<file path="src/rtl/nco_pkg.sv">
// Shared constants, FSM state type and helpers for the multi-voice NCO.
// Default widths here match the nco_voice_scheduler parameter defaults.
package nco_pkg;

  localparam int DEF_NUM_VOICES = 4;
  localparam int DEF_FCW_WIDTH  = 24;
  localparam int DEF_ADDR_WIDTH = 8;
  localparam int DEF_CODE_WIDTH = 14;

  localparam logic [DEF_CODE_WIDTH-1:0] MIDSCALE =
    DEF_CODE_WIDTH'(1) << (DEF_CODE_WIDTH-1);

  typedef enum logic [1:0] {
    IDLE,
    RUN,
    DONE
  } state_t;

  function automatic int log2_ceil(input int n);
    int r;
    r = 0;
    while ((1 << r) < n) r++;
    return r;
  endfunction

endpackage

</file>
<file path="src/rtl/sine_lut.sv">
// Combinational sine table, offset-binary code, parabolic half-wave shape.
// Ports: addr (phase, ADDR_WIDTH) -> code (CODE_WIDTH, peak 2^CW-1, trough 1).
module sine_lut #(
  parameter int ADDR_WIDTH = 8,
  parameter int CODE_WIDTH = 14
) (
  input  logic [ADDR_WIDTH-1:0] addr,
  output logic [CODE_WIDTH-1:0] code
);

  localparam int HW = ADDR_WIDTH - 1;
  localparam int PW = 2*ADDR_WIDTH + CODE_WIDTH;
  localparam int SH = 2*(ADDR_WIDTH-2);
  localparam logic [CODE_WIDTH-1:0] MID =
    CODE_WIDTH'(1) << (CODE_WIDTH-1);
  localparam logic [PW-1:0] PEAK = PW'(MID) - PW'(1);

  logic [HW-1:0]         x;
  logic [HW:0]           xr;
  logic [PW-1:0]         prod;
  logic [CODE_WIDTH-1:0] mag;

  // x*(half-x) peaks at (half/2)^2 = 2^SH, so scaling by
  // (MID-1) >> SH maps the peak exactly onto full swing.
  always_comb begin
    x    = addr[HW-1:0];
    xr   = (HW+1)'(1 << HW) - {1'b0, x};
    prod = PW'(x) * PW'(xr) * PEAK;
    mag  = CODE_WIDTH'(prod >> SH);
    code = addr[ADDR_WIDTH-1] ? (MID - mag) : (MID + mag);
  end

endmodule

</file>
<file path="src/rtl/nco_voice_scheduler.sv">
// Time-multiplexes one sine_lut over NUM_VOICES phase accumulators per sample.
// Ports: next_sample strobe, cfg_* write port, code/code_valid out, busy, overrun.
module nco_voice_scheduler
  import nco_pkg::*;
#(
  parameter int NUM_VOICES = DEF_NUM_VOICES,
  parameter int FCW_WIDTH  = DEF_FCW_WIDTH,
  parameter int ADDR_WIDTH = DEF_ADDR_WIDTH,
  parameter int CODE_WIDTH = DEF_CODE_WIDTH,
  localparam int VW = log2_ceil(NUM_VOICES)
) (
  input  logic                  clk,
  input  logic                  rst_n,
  input  logic                  next_sample,
  input  logic                  cfg_valid,
  output logic                  cfg_ready,
  input  logic [VW-1:0]         cfg_voice,
  input  logic [FCW_WIDTH-1:0]  cfg_fcw,
  input  logic                  cfg_en,
  input  logic                  cfg_phase_clr,
  output logic [CODE_WIDTH-1:0] code,
  output logic                  code_valid,
  output logic                  busy,
  output logic                  overrun
);

  localparam int AW = CODE_WIDTH + VW;
  localparam logic [CODE_WIDTH-1:0] MID_CODE =
    CODE_WIDTH'(1) << (CODE_WIDTH-1);
  localparam logic [VW-1:0] LAST = VW'(NUM_VOICES-1);

  state_t state;

  logic [FCW_WIDTH-1:0] pa  [NUM_VOICES];
  logic [FCW_WIDTH-1:0] fcw [NUM_VOICES];
  logic [NUM_VOICES-1:0] en;

  logic [VW-1:0]         vidx;
  logic [AW-1:0]         acc;
  logic [ADDR_WIDTH-1:0] lut_addr;
  logic [CODE_WIDTH-1:0] lut_code;
  logic [AW-1:0]         contrib;
  logic                  cfg_fire;

  assign cfg_ready = (state == IDLE);
  assign busy      = (state != IDLE);
  assign cfg_fire  = cfg_valid && cfg_ready;

  // Lookup uses the pre-increment phase of the voice being visited.
  assign lut_addr = pa[vidx][FCW_WIDTH-1 -: ADDR_WIDTH];

  // Disabled voices sit at midscale so they add no DC offset.
  assign contrib = en[vidx] ? AW'(lut_code) : AW'(MID_CODE);

  sine_lut #(
    .ADDR_WIDTH(ADDR_WIDTH),
    .CODE_WIDTH(CODE_WIDTH)
  ) u_lut (
    .addr(lut_addr),
    .code(lut_code)
  );

  always_ff @(posedge clk or negedge rst_n) begin
    if (!rst_n) begin
      state      <= IDLE;
      vidx       <= '0;
      acc        <= '0;
      code       <= MID_CODE;
      code_valid <= 1'b0;
      overrun    <= 1'b0;
      en         <= '0;
      for (int i = 0; i < NUM_VOICES; i++) begin
        pa[i]  <= '0;
        fcw[i] <= '0;
      end
    end else begin
      code_valid <= 1'b0;
      overrun    <= 1'b0;

      // Only possible in IDLE, so never races the RUN update of pa.
      if (cfg_fire) begin
        fcw[cfg_voice] <= cfg_fcw;
        en[cfg_voice]  <= cfg_en;
        if (cfg_phase_clr) begin
          pa[cfg_voice] <= '0;
        end
      end

      if (next_sample && state != IDLE) begin
        overrun <= 1'b1;
      end

      unique case (state)
        IDLE: begin
          if (next_sample) begin
            acc   <= '0;
            vidx  <= '0;
            state <= RUN;
          end
        end
        RUN: begin
          acc <= acc + contrib;
          if (en[vidx]) begin
            pa[vidx] <= pa[vidx] + fcw[vidx];
          end
          vidx <= vidx + VW'(1);
          if (vidx == LAST) begin
            state <= DONE;
          end
        end
        DONE: begin
          code       <= CODE_WIDTH'(acc >> VW);
          code_valid <= 1'b1;
          state      <= IDLE;
        end
        default: begin
          state <= IDLE;
        end
      endcase
    end
  end

endmodule

</file>
<file path="config.mk">
export PLATFORM = sky130hd
export DESIGN_NAME = nco_voice_scheduler
export DESIGN_NICKNAME = d
export VERILOG_FILES = /design/src/rtl/nco_pkg.sv /design/src/rtl/sine_lut.sv /design/src/rtl/nco_voice_scheduler.sv
export SDC_FILE = /design/constraint.sdc
export NUM_CORES = 1
export LEC_CHECK = 0
export ABC_AREA = 1
export ABC_CLOCK_PERIOD_IN_PS = 35500
export CORE_MARGIN = 5
export CORE_UTILIZATION = 69
export DETAILED_ROUTE_END_ITERATION = 8
export PLACE_DENSITY = 0.88
export SLEW_MARGIN = 20
export SYNTH_ARGS = -nofsm -noshare
export SYNTH_HDL_FRONTEND = slang
export SYNTH_SLANG_ARGS = --single-unit
</file>
<file path="constraint.sdc">
create_clock -name clk -period 35.5 [get_ports clk]
set_input_delay 3.55 -clock clk [delete_from_list [all_inputs] [get_ports clk]]
set_output_delay 3.55 -clock clk [all_outputs]
set_load 0.03 [all_outputs]
</file>
==> qor.csv, run 1 <==
metric,value,unit
outcome,completed,
drtAntennaViolNets,0,
wirelength,47400,µm
place.gp.congestion,0.959,
start_kind,flop,
die_y,175,µm
ys.flop_type,dfrtp_1,
grtUsageTotal,0.313,
yosysWarnings,0,
fin_crit,13.15,ns
worstSetupPathType,reg -> reg,
synth_area_per_cell,7.91,µm²
clock_path_buffers,3,
rows,60,
worst_pin_slew,1.11,ns
cts.sinks,232,
worst-path-buf-inv,13,
endpoint_kind,flop,
syn_inst,2365,
first_pass_iters,5,
crit_path_start,vidx[0],
cts_buffers,24,
fin_tns_setup,0,ns
ys_types,52,
cts_resized,0,
cts_tree,yes,
ff2ff_path_depth,56,
whs,0.479,ns
drive_gt1_frac,0.0551,
hold_path_depth,2,
place_hpwl,34400,µm
rr_endpoint,acc[15],
fmax,0.0760,GHz
setup_violations,0,
crit_required,35.90,ns
r2r_slack,22.35,ns
cp.arrival,13.56,ns
hold_violations,0,
port_buffers,49,
mostFrequentLayoutCells,"nand2_1, inv_1, o21ai_0, dfrtp_1, nand3_1",
cap_violations,0,
htreeDepth,1,
final_common_cell,nand2_1,
via_per_inst,5.94,
synthArstFlopShare,1.00,
cp_max_fo,28,
finalNetCount,2683,
clk_latency,0.53,ns
ys_ff_latch,232,
die_x,175,µm
cts.clk_slew.worst_paths,0.06,ns
areaGrowthSynthToFinish,8.20,%
yosysSeqAreaShare,0.310,
diodes,0,
fin_crit_sh,0.370,
grt_overflow,0,
place_area,19400,µm²
fin_area,20200,µm²
min_path_type,reg -> reg,
pin_count,50,
rsz0062_at_grt,no,
cp_slowest_stage_delay,0.62,ns
grt_pass1_wl,79300,µm
crit_path_frequent_cell,inv_1,
cts_setup_buffers,0,
cpMaxStageDelayCell,dfrtp_2,
antenna_found_initial,0,
initial_core_util,0.698,
vias,16300,
critical_path_cell_count,56,
drc,0,
dr.first_iter.drc_count,1701,
fin_worst_skew,0.0267,ns
hold_buffers,0,
cts_root_buf,clkbuf_16,
setup.worst_path.end,acc[15],
wl_per_cell,17.3,µm
grt_pass1_vias,16500,
finalMaxSlewViolations,0,
grt_start_max_net_pins,90,
core-area,26800,µm²
dieArea,30500,µm²
relSlewSlack,0.257,
netlist_area,18700,µm²
synth_edf_count,0,
r2r_start,vidx[0],
cp_top_family,adder cells,
## layout make-up
cell class | instances | area [µm²]
well taps | 341 | 427
multi-input cells | 1682 | 11200
clock inverters | 7 | 103
clock buffers | 35 | 692
fillers | 1962 | 6570
repair buffers | 65 | 619
inverters | 375 | 1410
flip-flops and latches | 232 | 5810
## layer usage
layer	routed length, µm	part of all wire	GRT usage	vias up
met5	0	0	0	-
met2	23000	0.49	0.533	741
met3	3950	0.083	0.0528	143
met4	1540	0.033	0.100	0
li1	-	-	-	7646
met1	18900	0.40	0.412	7733
## Yosys cell counts (5+ instances only)
library cell / instances / area share
a21o_1: 6 / 0.0024
a21oi_1: 86 / 0.023
buf_2: 10 / 0.0027
clkbuf_1: 66 / 0.013
dfrtp_1: 231 / 0.31
fa_1: 131 / 0.14
ha_1: 140 / 0.094
inv_1: 354 / 0.071
inv_2: 18 / 0.0036
nand2_1: 465 / 0.093
nand2_2: 17 / 0.0057
nand2_4: 5 / 0.0030
nand3_1: 187 / 0.050
nand3_2: 5 / 0.0027
nand4_1: 13 / 0.0043
nor2_1: 173 / 0.035
nor2_2: 7 / 0.0023
nor2_4: 6 / 0.0036
nor3_1: 13 / 0.0035
o21ai_0: 276 / 0.074
o21ai_1: 11 / 0.0029
o21bai_1: 10 / 0.0040
o22ai_1: 43 / 0.014
xnor2_1: 17 / 0.0080
xor2_1: 21 / 0.0098
## tightest hold or removal path, stage by stage (launching register included)
cell     delay (ns)
dfrtp_1        0.34
nand2_1        0.05
o21ai_0        0.05
## kinds of logic (layout without fill, tap and decap cells)
kind of cell / Yosys count / after routing / share of synthesized area
other: 2 / 7 / 0.000402
buffers and inverters: 456 / 482 / 0.0929
AND/OR/NAND/NOR: 907 / 907 / 0.211
AO/OA/AOI/OAI: 458 / 458 / 0.132
adder cells (fa/ha/maj): 271 / 271 / 0.234
flip-flops: 232 / 232 / 0.310
XOR/XNOR: 39 / 39 / 0.0187
## sequential cells by signal, summed over array words and instances, names as in the netlist
signal      count
state           2
pa             96
overrun         1
acc            16
en              4
code_valid      1
fcw            96
code           14
vidx            2
## how the worst min path moves through the flow
stage / slack [ns] / endpoint / from
6_report: 0.48 / fcw[57] / fcw[57]
4_1_cts: 0.48 / fcw[26] / fcw[26]
2_1_floorplan: 0.45 / fcw[24] / fcw[24]
5_1_grt: 0.50 / fcw[78] / fcw[78]
3_3_place_gp: 0.46 / fcw[34] / fcw[34]
3_5_place_dp: 0.47 / fcw[26] / fcw[26]
## through the flow
step,setup slack [ns],instances,util
floorplan,24.12,2370,-
global placement,22.83,2695,0.725
detailed placement,22.53,2695,0.725
CTS,22.49,2737,0.755
global route,21.39,2737,0.755
finish,22.35,2737,0.755
Power of run 1 is not shown: default switching activity piles up to over one toggle a cycle in this logic, so the estimate is an artifact.
==> inputs of run 2 (changes only) <==
ABC_CLOCK_PERIOD_IN_PS = 13360   (was 35500)
CORE_UTILIZATION = 64   (was 69)
PLACE_DENSITY = 0.82   (was 0.88)
clock period = 13.36 ns   (was 35.5 ns; I/O delays follow)
==> qor.csv, run 2 (same netlist as run 1, synthesis figures left out) <==
metric,value,unit
outcome,completed,
cpMaxStageDelayCell,fa_1,
drc,0,
wirelength,47500,µm
clock_path_buffers,3,
finalMaxSlewViolations,0,
cp.arrival,12.81,ns
via_per_inst,5.85,
fill_cells,2345,
grt_start_max_net_pins,98,
final_common_cell,nand2_1,
place.gp.congestion,0.944,
r2r_slack,0.96,ns
rsz0062_at_grt,no,
grt_pass1_wl,79600,µm
fin_area,20300,µm²
worst_pin_slew,1.13,ns
crit_path_frequent_cell,inv_1,
cp_top_family,adder cells,
fin_tns_setup,0,ns
worst-path-buf-inv,13,
wl_per_cell,17.1,µm
cts.sinks,232,
vias,16300,
finalNetCount,2687,
fin_crit,12.40,ns
largestRegisters,"fcw: 96 flops, pa: 96 flops, acc: 16 flops",
port_buffers,49,
areaGrowthSynthToFinish,8.71,%
drive_gt1_frac,0.0579,
cap_violations,0,
mostFrequentLayoutCells,"nand2_1, inv_1, o21ai_0, dfrtp_1, nand3_1",
cts_tree,yes,
place_hpwl,34900,µm
pin_count,50,
first_pass_iters,6,
initial_core_util,0.650,
hold_path_depth,2,
regArea,5810,µm²
cts_root_buf,clkbuf_16,
rows,62,
fin_worst_skew,0.0288,ns
dr.first_iter.drc_count,1525,
worstSetupPathType,reg -> reg,
clk_latency,0.54,ns
endpoint_kind,flop,
fmax,0.0806,GHz
cts_buffers,24,
die_y,181,µm
whs_endpoint,fcw[59],
min_path_type,reg -> reg,
whs,0.480,ns
ff2ff_path_depth,55,
relSlewSlack,0.249,
diodes,0,
grt_overflow,0,
cts.clk_slew.worst_paths,0.07,ns
core-area,28800,µm²
min_from,fcw[59],
cp_slowest_stage_delay,0.65,ns
place_area,19500,µm²
dieArea,32700,µm²
crit_required,13.76,ns
cp_max_fo,39,
start_kind,flop,
grtUsageTotal,0.290,
antenna_found_initial,0,
setup_violations,0,
die_x,181,µm
htreeDepth,1,
r2r_start,vidx[0],
fin_crit_sh,0.928,
drtAntennaViolNets,0,
multi_input_area,11200,µm²
hold_violations,0,
rr_endpoint,acc[15],
grt_pass1_vias,16300,
-- run 2: metal layers --
metal	global-route usage	up-vias	wire length, µm
met2	0.493	700	22900
met4	0.0877	0	1470
met3	0.0434	130	3750
met1	0.388	7820	19400
met5	0	-	0
li1	-	7639	-
-- run 2: tightest hold or removal path: stages (launching register included) --
cell	delay, ns
dfrtp_1	0.34
nand2_1	0.05
o21ai_0	0.06
-- run 2: how the worst max path moves through the flow --
| stage | from | end | slack, ns | cells after the start |
|---|---|---|---|---|
| after floorplan | vidx[0] | acc[15] | 1.98 | 58 |
| after global placement | vidx[0] | acc[15] | 1.23 | 58 |
| after detailed placement | vidx[0] | acc[15] | 1.00 | 58 |
| after CTS | vidx[0] | acc[15] | 0.93 | 58 |
| after global routing | vidx[0] | acc[15] | 0.07 | 57 |
| final | vidx[0] | acc[15] | 0.96 | 55 |
-- run 2: timing repair --
item	in CTS	in global routing
buffers inserted	0	0
hold buffers	0	0
endpoints found under the setup margin	0	2
gates resized for setup	0	1
-- run 2: final cells by class --
type,count,area share
tap,384,0.0236
timing repair buffer,69,0.0319
clock buffer,33,0.0332
inverter,375,0.0694
sequential,232,0.286
clock inverter,10,0.00615
multi-input combinational,1682,0.550
-- run 2: stage by stage --
stage	worst slack (ns)	utilization	std cells
detailed placement	1.00	0.678	2742
finish	0.955	0.706	2785
CTS	0.927	0.706	2785
global route	0.0666	0.706	2785
global placement	1.23	0.678	2742
floorplan	1.98	-	2370
Power of run 2 is left out for the same reason.
==> RTL change 1, RTL diff (settings of run 2) <==
Encoding of `state_t`: now one-hot (3 bits for 3 states).
--- a/src/rtl/nco_pkg.sv
+++ b/src/rtl/nco_pkg.sv
@@ -11,8 +11,8 @@
     DEF_CODE_WIDTH'(1) << (DEF_CODE_WIDTH-1);
 
-  typedef enum logic [1:0] {
-    IDLE,
-    RUN,
-    DONE
+  typedef enum logic [2:0] {
+    IDLE = 3'b001,
+    RUN  = 3'b010,
+    DONE = 3'b100
   } state_t;
 
Formal check against the unedited RTL: same outputs for any inputs over 10 cycles, from zero or initial values and one cycle with rst_n low; not proved beyond that.
==> RTL change 1 against run 2 <==
Area after synthesis about the same; worst setup slack worse by 65 ps; wire length up 0.52%; count of clock-buffer cells in the layout up 1; sequential cell count up 1; design area down 0.23%; critical path depth up 5; die area about the same; highest routed layer is now met5.
Power is not shown: default switching activity piles up to over one toggle a cycle in this logic, so the estimate is an artifact.
==> RTL change 1: results (changes against run 2) <==
stage,metric,value,unit,change
status,status,"finished, final reports clean",,unchanged
synth,commonest cells in the netlist,"nand2_1, inv_1, o21ai_0",,unchanged
placed_design,DP Worst Slack,789,ps,was 1000 ps
critical_path,Crit Path Max Fanout,55,,was 39
final_layout,fraction of layout cells with a size suffix above 1,5.00,%,was 5.79%
critical_path,R2R Setup Slk,890,ps,was 960 ps
global_route,gr usage total,29.3,%,was 29.0%
critical_path,Reg2Reg Launch Point,vidx[0],,unchanged
detailed_routing,First DRT Iteration DRCs,1406,,"was 1,525"
placed_design,global placement routability congestion,0.981,,was 0.944
sta,worst hold slack,463,ps,was 480 ps
synth,top post-synthesis cells by area,"dfrtp_1, fa_1, nand2_1",,"was dfrtp_1, fa_1, ha_1"
critical_path,Worst Reg2Reg Path Length in Cells,60,,was 55
sta,Rel. slew slack,32.5,%,was 24.9%
min_path,Hold Startpoint,code[13],,was fcw[59]
critical_path,CP max stage delay,550,ps,was 650 ps
min_path,WHS Endpoint,code[13],,was fcw[59]
synth,library cells used by synthesis,46,,was 52
global_route,largest net degree at the start of global routing,90,,was 98
global_route,first-pass GRT wire length,80100,um,"was 79,600 um"
detailed_routing,iteration count of the initial detailed-routing pass,6,,unchanged
global_route,antenna violations before repair,1,,was 0
global_route,vias in the first global route,16600,,"was 16,267"
final_layout,Fillers,2315,,"was 2,345"
detailed_routing,Wirelength per Cell,17.0,um,was 17.1 um
final_layout,Final #Nets,2708,,"was 2,687"
synth,Post-Synth Adder-Cell Area,23.4,%,about the same
synth,Post-Synth XOR/XNOR Area,1.77,%,was 1.87%
synth,Synth Area in Compound Gates,13.2,%,about the same
critical_path,Critical Path AT,12860,ps,"was 12,810 ps"
RTL change 1: critical path, delay by kind of cell (launching register included):
family / cells / cell delay [ps]
adders and majority gates: 13 / 5940
and+or+nand+nor: 23 / 2500
buffers and inverters: 15 / 1750
AOI/OAI and AO/OA: 8 / 1330
DFF: 1 / 470
xor gates and xnor gates: 1 / 310
RTL change 1: per-layer routing:
layer,track usage (%),vias up,wire length [um]
li1,-,7712,-
met1,37.8,7776,19300
met2,51.2,694,23500
met3,4.10,141,3260
met4,9.77,2,1640
met5,0,-,13
RTL change 1: final cells by class:
type	count	area, um^2	share of cell area [%]
clock inverter	6	91.3	0.450
multi-input combinational	1697	11100	54.9
inverter	384	1440	7.11
timing repair buffer	65	616	3.03
sequential	233	5830	28.8
tap	384	480	2.37
clock buffer	34	678	3.34
RTL change 1: cells by family after synthesis:
family,count (synthesis)
adders and majority gates,271
xor gates and xnor gates,37
other,2
buffers and inverters,465
AOI/OAI and AO/OA,458
DFF,233
and+or+nand+nor,924
RTL change 1: worst max path at each step:
stage          slack (ps)  cells after the start      end
4_1_cts               750                     57  acc[15]
3_3_place_gp         1180                     57  acc[13]
5_1_grt                50                     60  acc[13]
6_report              890                     60  acc[15]
2_1_floorplan        1970                     59  acc[15]
3_5_place_dp          790                     57  acc[15]
RTL change 1: through the flow:
| step | cells | area [um^2] |
|---|---|---|
| floorplan | 2395 | 18700 |
| global placement | 2763 | 19500 |
| detailed placement | 2763 | 19500 |
| CTS | 2803 | 20300 |
| global route | 2803 | 20300 |
| finish | 2803 | 20300 |
==> RTL change 2, RTL diff (config.mk and constraints of run 2) <==
Made on the original files. The package constant `DEF_FCW_WIDTH` goes from 24 to 36.
--- a/src/rtl/nco_pkg.sv
+++ b/src/rtl/nco_pkg.sv
@@ -4,5 +4,5 @@
 
   localparam int DEF_NUM_VOICES = 4;
-  localparam int DEF_FCW_WIDTH  = 24;
+  localparam int DEF_FCW_WIDTH  = 36;
   localparam int DEF_ADDR_WIDTH = 8;
   localparam int DEF_CODE_WIDTH = 14;
Interface: changed (resized cfg_fcw); port bits go from 50 to 62. No check against the original RTL was run, so the function may have changed too.
==> RTL change 2 against run 2 <==
Worst setup slack worse by 66 ps; wire length rose by 36%; critical path type unchanged; highest routed layer is now met5; fmax shrank 0.53%; area after synthesis rose by 27%; largest cell class unchanged; sequential cell count grew 96; design area up 28%.
Power is left out: the tool's default activity adds up to more than one toggle a clock period on the data nets, which glitch-free logic cannot reach.
==> RTL change 2: results (changes against run 2) <==
stage,metric,value,unit,change
final_layout,diode count,0,,unchanged
global_route,met2 GRT Util,52.6,%,was 49.3%
final_layout,Seq/total area,31.7,%,was 28.6%
placed_design,DP HPWL,46000,um,"was 34,900 um"
final_layout,Clock buf/inv share,4.49,%,was 3.93%
cts,CTS buffer count,36,,was 24
cts,CTS H-tree lvls,2,,was 1
placed_design,global placement routability congestion,0.977,,was 0.944
global_route,largest net degree at the start of global routing,118,,was 98
final_layout,comb_multi_in,2188,,"was 1,682"
synth,Post-synth ARST share,100,%,unchanged
placed_design,# port buffers,61,,was 49
final_layout,nonclk buf count,85,,was 69
synth,library cells used by synthesis,52,,unchanged
final_layout,fraction of layout cells with a size suffix above 1,4.77,%,was 5.79%
global_route,antenna violations before repair,2,,was 0
critical_path,Crit Path Max Fanout,28,,was 39
synth,"Top FF cell, synth",dfrtp_1,,unchanged
detailed_routing,Routed WL,64600,um,"was 47,500 um"
min_path,WHS Endpoint,code[7],,was fcw[59]
final_layout,area occupied by multi-input gates,13500,um^2,"was 11,200 um^2"
final_layout,Inverters,436,,was 375
critical_path,Worst Reg2Reg Path Length in Cells,53,,was 55
global_route,vias in the first global route,21166,,"was 16,267"
final_layout,buffer share of cell area,3.07,%,was 3.19%
detailed_routing,First DRT Iteration DRCs,1854,,"was 1,525"
sta,clk_skew,26.3,ps,was 28.8 ps
synth,sequential area share after synthesis,34.5,%,was 31.0%
global_route,gr usage total,31.5,%,was 29.0%
critical_path,R2R Setup Slk,890,ps,was 960 ps
min_path,Hold Startpoint,code[7],,was fcw[59]
global_route,met3 Usage GRT,5.73,%,was 4.34%
final_layout,Final #Nets,3402,,"was 2,687"
global_route,met1 Use GR,41.6,%,was 38.8%
critical_path,Critical Path AT,12890,ps,"was 12,810 ps"
cts,Post-CTS Setup Bufs,0,,unchanged
detailed_routing,met3 wire length,5000,um,was 3750 um
status,status,"finished, final reports clean",,unchanged
detailed_routing,DR top layer,met5,,was met4
detailed_routing,vias per cell,5.96,,was 5.85
critical_path,Reg2Reg Launch Point,vidx[1],,was vidx[0]
final_layout,Largest regs,"fcw (144), pa (144), acc (16)",,"was fcw (96), pa (96), acc (16)"
synth,commonest cells in the netlist,"nand2_1, inv_1, o21ai_0",,unchanged
critical_path,CP max stage delay,610,ps,was 650 ps
detailed_routing,WL met1,26200,um,"was 19,400 um"
global_route,first-pass GRT wire length,107000,um,"was 79,600 um"
sta,Slew @ Worst Pin,977,ps,was 1130 ps
cts,CTS sink count,328,,was 232
synth,top post-synthesis cells by area,"dfrtp_1, fa_1, nand2_1",,"was dfrtp_1, fa_1, ha_1"
critical_path,reg-to-reg critical path endpoint,acc[14],,was acc[15]
detailed_routing,met2 routed WL,31200,um,"was 22,900 um"
final_layout,Fillers,2936,,"was 2,345"
final_layout,clkbuf count,52,,was 33
RTL change 2: metrics by stage:
step / hold WS, ps / utilization [%] / area, um^2 / instances / worst slack [ps]
after floorplan: 448 / - / 23800 / 3072 / 1890
after global placement: 460 / 67.5 / 24800 / 3505 / 1350
after detailed placement: 465 / 67.5 / 24800 / 3505 / 967
after CTS: 480 / 70.7 / 25900 / 3569 / 895
after global routing: 498 / 70.7 / 25900 / 3569 / 82.5
final: 475 / 70.7 / 25900 / 3569 / 890
RTL change 2: kinds of logic (layout without fill, tap and decap cells):
group                    after synthesis  count (layout)  share of synthesized area, %
AO/OA/AOI/OAI                        620             620                          14.1
buffers and inverters                556             585                          8.91
other                                  2               7                        0.0315
adder cells (fa/ha/maj)              283             283                          19.0
flip-flops                           328             328                          34.5
AND/OR/NAND/NOR                     1235            1235                          21.9
XOR/XNOR                              43              43                          1.61
